==> src/rtl/progmem_pkg.sv <==
// Shared types and constants for the program-memory access controller and
// the page-operation timer it drives.
package progmem_pkg;

   // Page command encoding offered by the programming interface
   typedef enum logic [1:0] {
      CMD_NONE       = 2'b00,
      CMD_ERASE_PROG = 2'b01,
      CMD_ERASE      = 2'b10,
      CMD_PROG       = 2'b11
   } page_cmd_e;

   // Page-operation sequencer states
   typedef enum logic [1:0] {
      ST_IDLE  = 2'b00,
      ST_ERASE = 2'b01,
      ST_PROG  = 2'b10,
      ST_DONE  = 2'b11
   } state_e;

   // Bank-select codes driven to the macro
   localparam logic [1:0] BKSEL_IDLE    = 2'b00;
   localparam logic [1:0] BKSEL_WR_NRWW = 2'b01;
   localparam logic [1:0] BKSEL_WR_RWW  = 2'b10;
   localparam logic [1:0] BKSEL_NORD    = 2'b11;

   // Top address bits that identify the boot (NRWW) section
   localparam logic [2:0] NRWW_TAG_DEFAULT = 3'b111;

endpackage

==> src/rtl/progmem_op_timer.sv <==
// Loadable down-counter that flags the last cycle of a timed operation.
// The count is loaded on entry to a timed state; expire is high while the
// count is 1, i.e. during the final cycle of the operation.
module progmem_op_timer #(
   parameter int CNT_W = 5
) (
   input  logic             clk,
   input  logic             rst_n,
   input  logic             load,
   input  logic [CNT_W-1:0] load_val,
   output logic             expire
);

   logic [CNT_W-1:0] count;

   // Load on request, otherwise count down and rest at zero
   always_ff @(posedge clk or negedge rst_n) begin
      if (!rst_n) begin
         count <= '0;
      end else if (load) begin
         count <= load_val;
      end else if (count != '0) begin
         count <= count - 1'b1;
      end
   end

   assign expire = (count == CNT_W'(1));

endmodule

==> src/rtl/progmem_rww_arbiter.sv <==
// Program-memory access controller: arbitrates the single flash read port
// between CPU fetch and the programmer read path, sequences page erase and
// program, and blocks reads into the section being modified.
module progmem_rww_arbiter
   import progmem_pkg::*;
#(
   parameter int         ADDR_W       = 14,
   parameter int         ERASE_CYCLES = 16,
   parameter int         PROG_CYCLES  = 16,
   parameter logic [2:0] NRWW_TAG     = NRWW_TAG_DEFAULT
) (
   input  logic              clk,
   input  logic              rst_n,
   input  logic              fetch_req,
   input  logic [ADDR_W-1:0] fetch_addr,
   output logic              fetch_gnt,
   output logic              cpu_stall,
   input  logic              prg_rd_req,
   input  logic [ADDR_W-1:0] prg_rd_addr,
   output logic              prg_rd_gnt,
   input  logic              page_valid,
   input  logic [1:0]        page_cmd,
   input  logic [ADDR_W-1:0] page_addr,
   output logic              page_ready,
   output logic              busy,
   output logic              done,
   output logic              mem_rd,
   output logic [ADDR_W-1:0] mem_addr,
   output logic              mem_erase,
   output logic              mem_prog,
   output logic [1:0]        bksel
);

   localparam int MAX_CYCLES = (ERASE_CYCLES > PROG_CYCLES) ? ERASE_CYCLES : PROG_CYCLES;
   localparam int CNT_W      = $clog2(MAX_CYCLES + 1);

   state_e            state;
   state_e            next_state;
   page_cmd_e         cmd_q;
   logic [2:0]        wsec;
   logic              accept;
   logic              timer_load;
   logic [CNT_W-1:0]  timer_val;
   logic              timer_expire;

   logic              busy_now;
   logic              wr_nrww;
   logic              fetch_ok;
   logic              prg_ok;
   logic              fetch_win;
   logic              prg_win;
   logic              rd_nxt;
   logic [ADDR_W-1:0] addr_nxt;
   logic [1:0]        bksel_nxt;

   // Only the section tag of the page address matters to this block
   logic [ADDR_W-4:0] page_offset_unused;
   assign page_offset_unused = page_addr[ADDR_W-4:0];

   progmem_op_timer #(
      .CNT_W(CNT_W)
   ) u_timer (
      .clk     (clk),
      .rst_n   (rst_n),
      .load    (timer_load),
      .load_val(timer_val),
      .expire  (timer_expire)
   );

   // Sequencer state register
   always_ff @(posedge clk or negedge rst_n) begin
      if (!rst_n) begin
         state <= ST_IDLE;
      end else begin
         state <= next_state;
      end
   end

   // Next state, command acceptance and timer loading
   always_comb begin
      next_state = state;
      accept     = 1'b0;
      timer_load = 1'b0;
      timer_val  = '0;
      case (state)
         ST_IDLE: begin
            if (page_valid && (page_cmd != CMD_NONE)) begin
               accept     = 1'b1;
               timer_load = 1'b1;
               if (page_cmd == CMD_PROG) begin
                  next_state = ST_PROG;
                  timer_val  = CNT_W'(PROG_CYCLES);
               end else begin
                  next_state = ST_ERASE;
                  timer_val  = CNT_W'(ERASE_CYCLES);
               end
            end
         end
         ST_ERASE: begin
            if (timer_expire) begin
               if (cmd_q == CMD_ERASE_PROG) begin
                  next_state = ST_PROG;
                  timer_load = 1'b1;
                  timer_val  = CNT_W'(PROG_CYCLES);
               end else begin
                  next_state = ST_DONE;
               end
            end
         end
         ST_PROG: begin
            if (timer_expire) begin
               next_state = ST_DONE;
            end
         end
         ST_DONE: begin
            next_state = ST_IDLE;
         end
         default: begin
            next_state = ST_IDLE;
         end
      endcase
   end

   // Capture the command and the section being written when a command is taken
   always_ff @(posedge clk or negedge rst_n) begin
      if (!rst_n) begin
         cmd_q <= CMD_NONE;
         wsec  <= 3'b000;
      end else if (accept) begin
         cmd_q <= page_cmd_e'(page_cmd);
         wsec  <= page_addr[ADDR_W-1 -: 3];
      end
   end

   // Read arbitration judged on the current state: a read in the accept cycle
   // or in DONE sees an idle array; conflicts compare NRWW/RWW section class
   always_comb begin
      busy_now  = (state == ST_ERASE) || (state == ST_PROG);
      wr_nrww   = (wsec == NRWW_TAG);
      fetch_ok  = !busy_now || ((fetch_addr[ADDR_W-1 -: 3] == NRWW_TAG) != wr_nrww);
      prg_ok    = !busy_now || ((prg_rd_addr[ADDR_W-1 -: 3] == NRWW_TAG) != wr_nrww);
      fetch_win = fetch_req && fetch_ok;
      prg_win   = prg_rd_req && prg_ok && !fetch_win;
      rd_nxt    = fetch_win || prg_win;
      addr_nxt  = '0;
      if (fetch_win) begin
         addr_nxt = fetch_addr;
      end else if (prg_win) begin
         addr_nxt = prg_rd_addr;
      end
      bksel_nxt = BKSEL_IDLE;
      if (busy_now) begin
         if (!rd_nxt) begin
            bksel_nxt = BKSEL_NORD;
         end else if (wr_nrww) begin
            bksel_nxt = BKSEL_WR_NRWW;
         end else begin
            bksel_nxt = BKSEL_WR_RWW;
         end
      end
   end

   // Registered outputs; erase/program enables clear immediately on reset
   always_ff @(posedge clk or negedge rst_n) begin
      if (!rst_n) begin
         fetch_gnt  <= 1'b0;
         cpu_stall  <= 1'b0;
         prg_rd_gnt <= 1'b0;
         page_ready <= 1'b1;
         busy       <= 1'b0;
         done       <= 1'b0;
         mem_rd     <= 1'b0;
         mem_addr   <= '0;
         mem_erase  <= 1'b0;
         mem_prog   <= 1'b0;
         bksel      <= BKSEL_IDLE;
      end else begin
         fetch_gnt  <= fetch_win;
         cpu_stall  <= fetch_req && !fetch_ok;
         prg_rd_gnt <= prg_win;
         page_ready <= (next_state == ST_IDLE);
         busy       <= (next_state == ST_ERASE) || (next_state == ST_PROG);
         done       <= (next_state == ST_DONE);
         mem_rd     <= rd_nxt;
         mem_addr   <= addr_nxt;
         mem_erase  <= (next_state == ST_ERASE);
         mem_prog   <= (next_state == ST_PROG);
         bksel      <= bksel_nxt;
      end
   end

endmodule

==> config.mk <==
export PLATFORM = sky130hd
export DESIGN_NAME = progmem_rww_arbiter
export DESIGN_NICKNAME = d
export VERILOG_FILES = /design/src/rtl/progmem_pkg.sv /design/src/rtl/progmem_op_timer.sv /design/src/rtl/progmem_rww_arbiter.sv
export SDC_FILE = /design/constraint.sdc
export NUM_CORES = 1
export LEC_CHECK = 0
export BUFFER_PORTS_ARGS = -buffer_cell sky130_fd_sc_hd__buf_2
export CAP_MARGIN = 20
export CORE_ASPECT_RATIO = 0.7
export CORE_MARGIN = 8
export CORE_UTILIZATION = 50
export CTS_CLUSTER_SIZE = 28
export DETAILED_ROUTE_END_ITERATION = 10
export GPL_TIMING_DRIVEN = 1
export PLACE_DENSITY = 0.91
export SYNTH_ARGS = -nofsm -noshare
export SYNTH_HDL_FRONTEND = slang
export SYNTH_HIERARCHICAL = 1
export SYNTH_SLANG_ARGS = --single-unit
==> constraint.sdc <==
create_clock -name clk -period 3.55 [get_ports clk]
set_input_delay 0 -clock clk [delete_from_list [all_inputs] [get_ports clk]]
set_output_delay 0 -clock clk [all_outputs]
set_load 0.01 [all_outputs]
==> results.json, run 1 <==
{
  "worstMarginPinSlew_ns": 0.796,
  "area_growth_pct": 49.6,
  "cp_cell_sequence": "inv_1, ha_1, a22o_1, a211oi_4, a22o_1, dlygate4sd3_1",
  "crit_path_frequent_cell": "a22o_1",
  "nFillCells": 159,
  "startpoint": "state[1]",
  "timing.setup.tns_ns": 0,
  "syn_inst": 140,
  "arrival_ns": 3.01,
  "cts_tree": "yes",
  "status": "complete, no violations",
  "r2r_slack_ns": 0.78,
  "cts_buffer_depth": 2,
  "cts_max_level": 2,
  "busiest_layer": "met2",
  "top_level_ports": 74,
  "start_util_pct": 53.1,
  "vias_per_cell": 5.61,
  "max_clock_freq_mhz": 360,
  "drt.antenna.violating_nets": 0,
  "cts.sinks": 37,
  "dieArea_sq_um": 5540,
  "grt_overflow": 0,
  "crit_type": "register to register",
  "path_clk_slew_ns": 0.08,
  "report.final.slew_viol_count": 0,
  "diodes": 0,
  "syn_area_per_cell_sq_um": 12.1,
  "min_period_ns": 2.77,
  "clk-insertion-delay-late_ns": 0.30,
  "cp.required_ns": 3.78,
  "coreArea_sq_um": 3190,
  "fin_util_pct": 79.5,
  "ir_worst_vdd_v": 0.000594,
  "crit_family": "compound AO/OA/AOI/OAI gates",
  "gp_congestion": 0.782,
  "die_h_um": 64.7,
  "drv_cap": 0,
  "antenna_found_initial": 0,
  "cts_buffers": 5,
  "powerDensity_nw_per_um2": 837,
  "slew-limit-headroom_pct": 46.2,
  "grt_pass1_wl_um": 9210,
  "grt_util_met2_pct": 39.2,
  "dp_hpwl_um": 2890,
  "die_x_um": 85.6,
  "nNetsFinal": 305,
  "setup_viol": 0,
  "yosysUniqueCellTypes": 35,
  "rows": 17,
  "cts_setup_buffers": 0,
  "worstHoldStart": "page_valid",
  "cp_num_buf_inv": 2,
  "drt_first_pass_iters": 4,
  "finClkSkew_ns": 0.00362,
  "route.detailed.drc": 0,
  "synth_area_sq_um": 1700,
  "use_met1_pct": 22.7,
  "met3_usage_pct": 5.91,
  "hp-class": "input port to register",
  "crit_slowest_cell": "a211oi_4",
  "drt_first_iter_violations": 143,
  "grt_use_total_pct": 21.7,
  "ys_seq_area_share_pct": 54.7,
  "post_cts_resized": 0,
  "wirelength_um": 5920,
  "slowest_delay_ns": 0.65,
  "final_layout_size_suffix_gt1_share_pct": 33.7,
  "root_buffer": "clkbuf_8",
  "whs_ns": 0.0239,
  "vias": 1592,
  "rsz0062_at_grt": "no",
  "crit_fanout": 15,
  "power_w": 0.00212,
  "cp-end-kind": "register",
  "hold_violations": 0,
  "period_share_pct": 78.2,
  "portBuffers": 62,
  "power_leakage_nw": 1.30,
  "ys_warn_count": 6,
  "wl_per_cell_um": 20.9,
  "r2r-start": "state[1]",
  "final_common_cell": "buf_2",
  "layout_common_cells": "62 x buf_2, 36 x dfrtp_1, 35 x dlygate4sd3_1",
  "grt_pass1_vias": 1755,
  "ys_ff_latch": 37,
  "grt_max_degree": 38,
  "start_kind": "register"
}
[logic make-up after synthesis]
| logic type | count (synthesis) | share of synthesized area, % |
|---|---|---|
| xor gates and xnor gates | 4 | 2.07 |
| muxes | 6 | 3.91 |
| and+or+nand+nor | 31 | 10.2 |
| adders and majority gates | 11 | 8.12 |
| AOI/OAI and AO/OA | 36 | 17.2 |
| buffers and inverters | 14 | 3.62 |
| other | 1 | 0.221 |
| DFF | 37 | 54.7 |
[metal layers]
metal / share of wire (%) / vias to the layer above / wire (um)
li1: - / 699 / -
met2: 52 / 93 / 3100
met1: 36 / 774 / 2160
met5: 0 / - / 0
met3: 7.6 / 26 / 451
met4: 3.6 / 0 / 211
[worst paths after layout]
path / endpoint / cells past startpoint
max: mem_addr[13] / 6
min: cmd_q[0] / 3
max reg2reg: mem_addr[13] / 6
min reg2reg: cmd_q[1] / 2
max in group asynchronous: mem_addr[3] / 2
min in group asynchronous: wsec[1] / 2
[area by class of cell]
type	count	area [sq um]	share of cell area, %
repair buffers	98	668	26.3
well taps	38	47.5	1.87
clock inverters	3	65.1	2.57
inverters	11	41.3	1.63
flip-flops and latches	37	927	36.6
clock buffers	5	68.8	2.71
multi-input cells	92	718	28.3
[per-stage QoR]
step           std cells  setup slack [ns]  area, sq um
6_report             284             0.776         2540
5_1_grt              284             0.693         2540
4_1_cts              284             0.930         2540
3_5_place_dp         241              1.45         2050
3_3_place_gp         241              1.50         2050
2_1_floorplan        143              1.60         1710
[repair_timing]
item                                    CTS  global route
hold buffers                             35             0
hold endpoints to repair                 56             0
endpoints found under the setup margin    0             0
[report_power, final]
group,internal (W),switching [W],leakage [nW],total [W]
registers,0.000611,0.000118,0.464,0.000729
clock network,0.000279,0.000163,0.0681,0.000442
logic,0.000439,0.000512,0.764,0.000952
[flip-flops by register name, summed over array words and instances, names as in the netlist, 2 cells and up]
name / count
mem_addr: 14
u_timer/count: 5
wsec: 3
bksel: 2
cmd_q: 2
state: 2
[cells in the mapped netlist]
cell type	count	share of area (%)
o221ai_1	1	0.52
nor4b_1	1	0.52
nand3b_1	1	0.44
and3_1	1	0.37
a22o_1	15	7.7
mux2i_1	1	0.59
inv_1	11	2.4
dfrtp_1	36	53
conb_1	1	0.22
o21ai_0	8	2.4
buf_6	1	0.66
xnor2_1	3	1.6
o31a_1	1	0.52
a32o_1	1	0.59
ha_1	11	8.1
dfstp_2	1	1.6
nand3_1	5	1.5
nand2b_1	1	0.37
o31ai_1	3	1.3
mux2_2	5	3.3
nor3_1	1	0.29
a22oi_1	1	0.44
a211oi_4	1	1.2
nand2_1	11	2.4
nand3_2	2	1.2
a21oi_1	2	0.59
nor2_1	6	1.3
a21oi_2	1	0.52
nand4_1	1	0.37
buf_2	1	0.29
o211ai_1	1	0.44
xor2_1	1	0.52
nor4b_4	1	1.4
o311ai_2	1	0.96
buf_1	1	0.22
[worst min-delay path, stage by stage]
cell	delay, ns
buf_2	0.13
nand3_1	0.10
nand2_1	0.05
Power figures use the tool's default switching activity.
==> inputs of run 2 (changes only) <==
--- a/config.mk
+++ b/config.mk
@@ -9,11 +9,11 @@
 export CAP_MARGIN = 20
 export CORE_ASPECT_RATIO = 0.7
 export CORE_MARGIN = 8
-export CORE_UTILIZATION = 50
+export CORE_UTILIZATION = 47
 export CTS_CLUSTER_SIZE = 28
 export DETAILED_ROUTE_END_ITERATION = 10
 export GPL_TIMING_DRIVEN = 1
-export PLACE_DENSITY = 0.91
+export PLACE_DENSITY = 0.86
 export SYNTH_ARGS = -nofsm -noshare
 export SYNTH_HDL_FRONTEND = slang
 export SYNTH_HIERARCHICAL = 1
==> constraint.sdc (replaced) <==
create_clock -name clk -period 2.67 [get_ports clk]
set_input_delay 0 -clock clk [delete_from_list [all_inputs] [get_ports clk]]
set_output_delay 0 -clock clk [all_outputs]
set_load 0.01 [all_outputs]
==> run 2 against run 1 <==
Combinational power is 27% higher. Worst setup slack got worse by 0.69 ns. Core utilization shrank 8.0 points. Count of clock-buffer cells in the layout increased by 2. Clock power decreased by 12%. Highest routed layer unchanged.
==> results.json, run 2 (synthesis gave the netlist of run 1 again) <==
{
  "status": "complete, no violations",
  "slew-limit-headroom_pct": 47.0,
  "crit_path_frequent_cell": "inv_1",
  "cts_buffers": 5,
  "top_level_ports": 74,
  "final_common_cell": "buf_2",
  "portBuffers": 62,
  "crit_fanout": 15,
  "crit_family": "buffers and inverters",
  "grt_overflow": 0,
  "crit_type": "register to register",
  "largest_reg_flops": 14,
  "drt.antenna.violating_nets": 0,
  "drt_first_pass_iters": 4,
  "cp_num_buf_inv": 4,
  "route.detailed.drc": 0,
  "clk-insertion-delay-late_ns": 0.28,
  "cp.required_ns": 2.83,
  "top_regs": "mem_addr x14, u_timer/count x5, wsec x3",
  "die_h_um": 66.3,
  "finClkSkew_ns": 0.00559,
  "start_kind": "register",
  "cts_max_level": 2,
  "dp_hpwl_um": 2850,
  "path_clk_slew_ns": 0.07,
  "nNetsFinal": 303,
  "grt_pass1_vias": 1551,
  "fin_util_pct": 71.5,
  "area_growth_pct": 47.2,
  "drv_cap": 0,
  "top_register": "mem_addr",
  "use_met1_pct": 18.6,
  "grt_max_degree": 38,
  "final_cells": 293,
  "slowest_delay_ns": 0.59,
  "vias_per_cell": 5.02,
  "root_buffer": "clkbuf_8",
  "cp_cell_sequence": "inv_1, ha_2, inv_1, o311ai_2, a211oi_4, buf_12, a22o_1, dlygate4sd3_1",
  "busiest_layer": "met2",
  "period_share_pct": 96.9,
  "coreArea_sq_um": 3490,
  "powerDensity_nw_per_um2": 1020,
  "ir_worst_vdd_v": 0.000744,
  "hp-class": "input port to register",
  "worstMarginPinSlew_ns": 0.795,
  "grt_util_met2_pct": 29.1,
  "setup_viol": 0,
  "diodes": 0,
  "layout_common_cells": "62 x buf_2, 36 x dfrtp_1, 32 x dlygate4sd3_1",
  "antenna_found_initial": 0,
  "grt_use_total_pct": 16.5,
  "gp_congestion": 0.754,
  "nFillCells": 230,
  "wirelength_um": 4750,
  "cp-end-kind": "register",
  "cts_tree": "yes",
  "final_layout_size_suffix_gt1_share_pct": 34.2,
  "cts.sinks": 37,
  "max_clock_freq_mhz": 386,
  "die_x_um": 87.8,
  "cts_buffer_depth": 2,
  "met3_usage_pct": 4.84,
  "report.final.slew_viol_count": 0,
  "drt_first_iter_violations": 73,
  "arrival_ns": 2.75,
  "wl_per_cell_um": 16.2,
  "start_util_pct": 48.6,
  "grt_pass1_wl_um": 7340,
  "hold_violations": 0,
  "dpl.cell_count": 253,
  "min_period_ns": 2.59,
  "dieArea_sq_um": 5820,
  "power_leakage_nw": 1.27,
  "crit_slowest_cell": "dlygate4sd3_1",
  "vias": 1470,
  "rows": 18
}
## run 2: changes by cell type in the layout (fill, tap and decap cells not counted), sizes merged
| cell | change |
|---|---|
| dlygate4sd3 | -3 |
| bufinv | -2 |
| clkbuf | +2 |
| buf | +1 |
| clkinv | -1 |
## run 2: area by class of cell
class	instances	area [sq um]	area share, %
inverters	11	41.3	1.65
multi-input cells	92	721	28.9
well taps	50	62.6	2.51
repair buffers	96	658	26.4
clock buffers	7	86.3	3.46
flip-flops and latches	37	927	37.1
## run 2: report_power, final
group | internal (W) | switching [W] | total, W
Sequential | 0.000813 | 0.000131 | 0.000944
Clock | 0.000205 | 0.000184 | 0.000389
Combinational | 0.000597 | 0.000610 | 0.00121
Total | 0.00161 | 0.000925 | 0.00254
## run 2: worst paths after layout
path / from / end / slack, ns / cells after the start
max: state[1] / mem_addr[12] / 0.08 / 8
min: page_cmd[0] / cmd_q[0] / 0.01 / 3
max reg2reg: state[1] / mem_addr[12] / 0.08 / 8
min reg2reg: cmd_q[1] / cmd_q[1] / 0.48 / 2
max in group asynchronous: rst_n / mem_addr[5] / 1.81 / 2
min in group asynchronous: rst_n / cmd_q[0] / 0.34 / 2
## run 2: routing by layer
layer  up-vias  wire [um]
met5         -          0
met4         0         80
met3         7        211
met2        38       2560
met1       728       1890
li1        697          -
## run 2: what timing repair did
action                                  in CTS  in global routing
setup buffers                                0                  1
resized for setup                            0                  1
hold buffers                                32                  0
endpoints found under the setup margin       0                 14
hold endpoints to repair                    53                  0
## run 2: per-stage QoR
stage                     hold slack, ns  setup TNS [ns]  power (W)  setup slack (ns)  area [sq um]
after global placement             0.129               0    0.00193             0.649          2070
after CTS                        0.00895               0    0.00249            0.0669          2470
after floorplan                   -0.296               0    0.00163             0.717          1710
final                             0.0140               0    0.00254            0.0816          2500
after detailed placement           0.135               0    0.00197             0.570          2070
after global routing              0.0253        -0.00528    0.00272          -0.00528          2500
## run 2: worst min-delay path, delay by kind of cell
family	cells	cell delay, ns
AND/OR/NAND/NOR	2	0.15
buffers and inverters	1	0.12
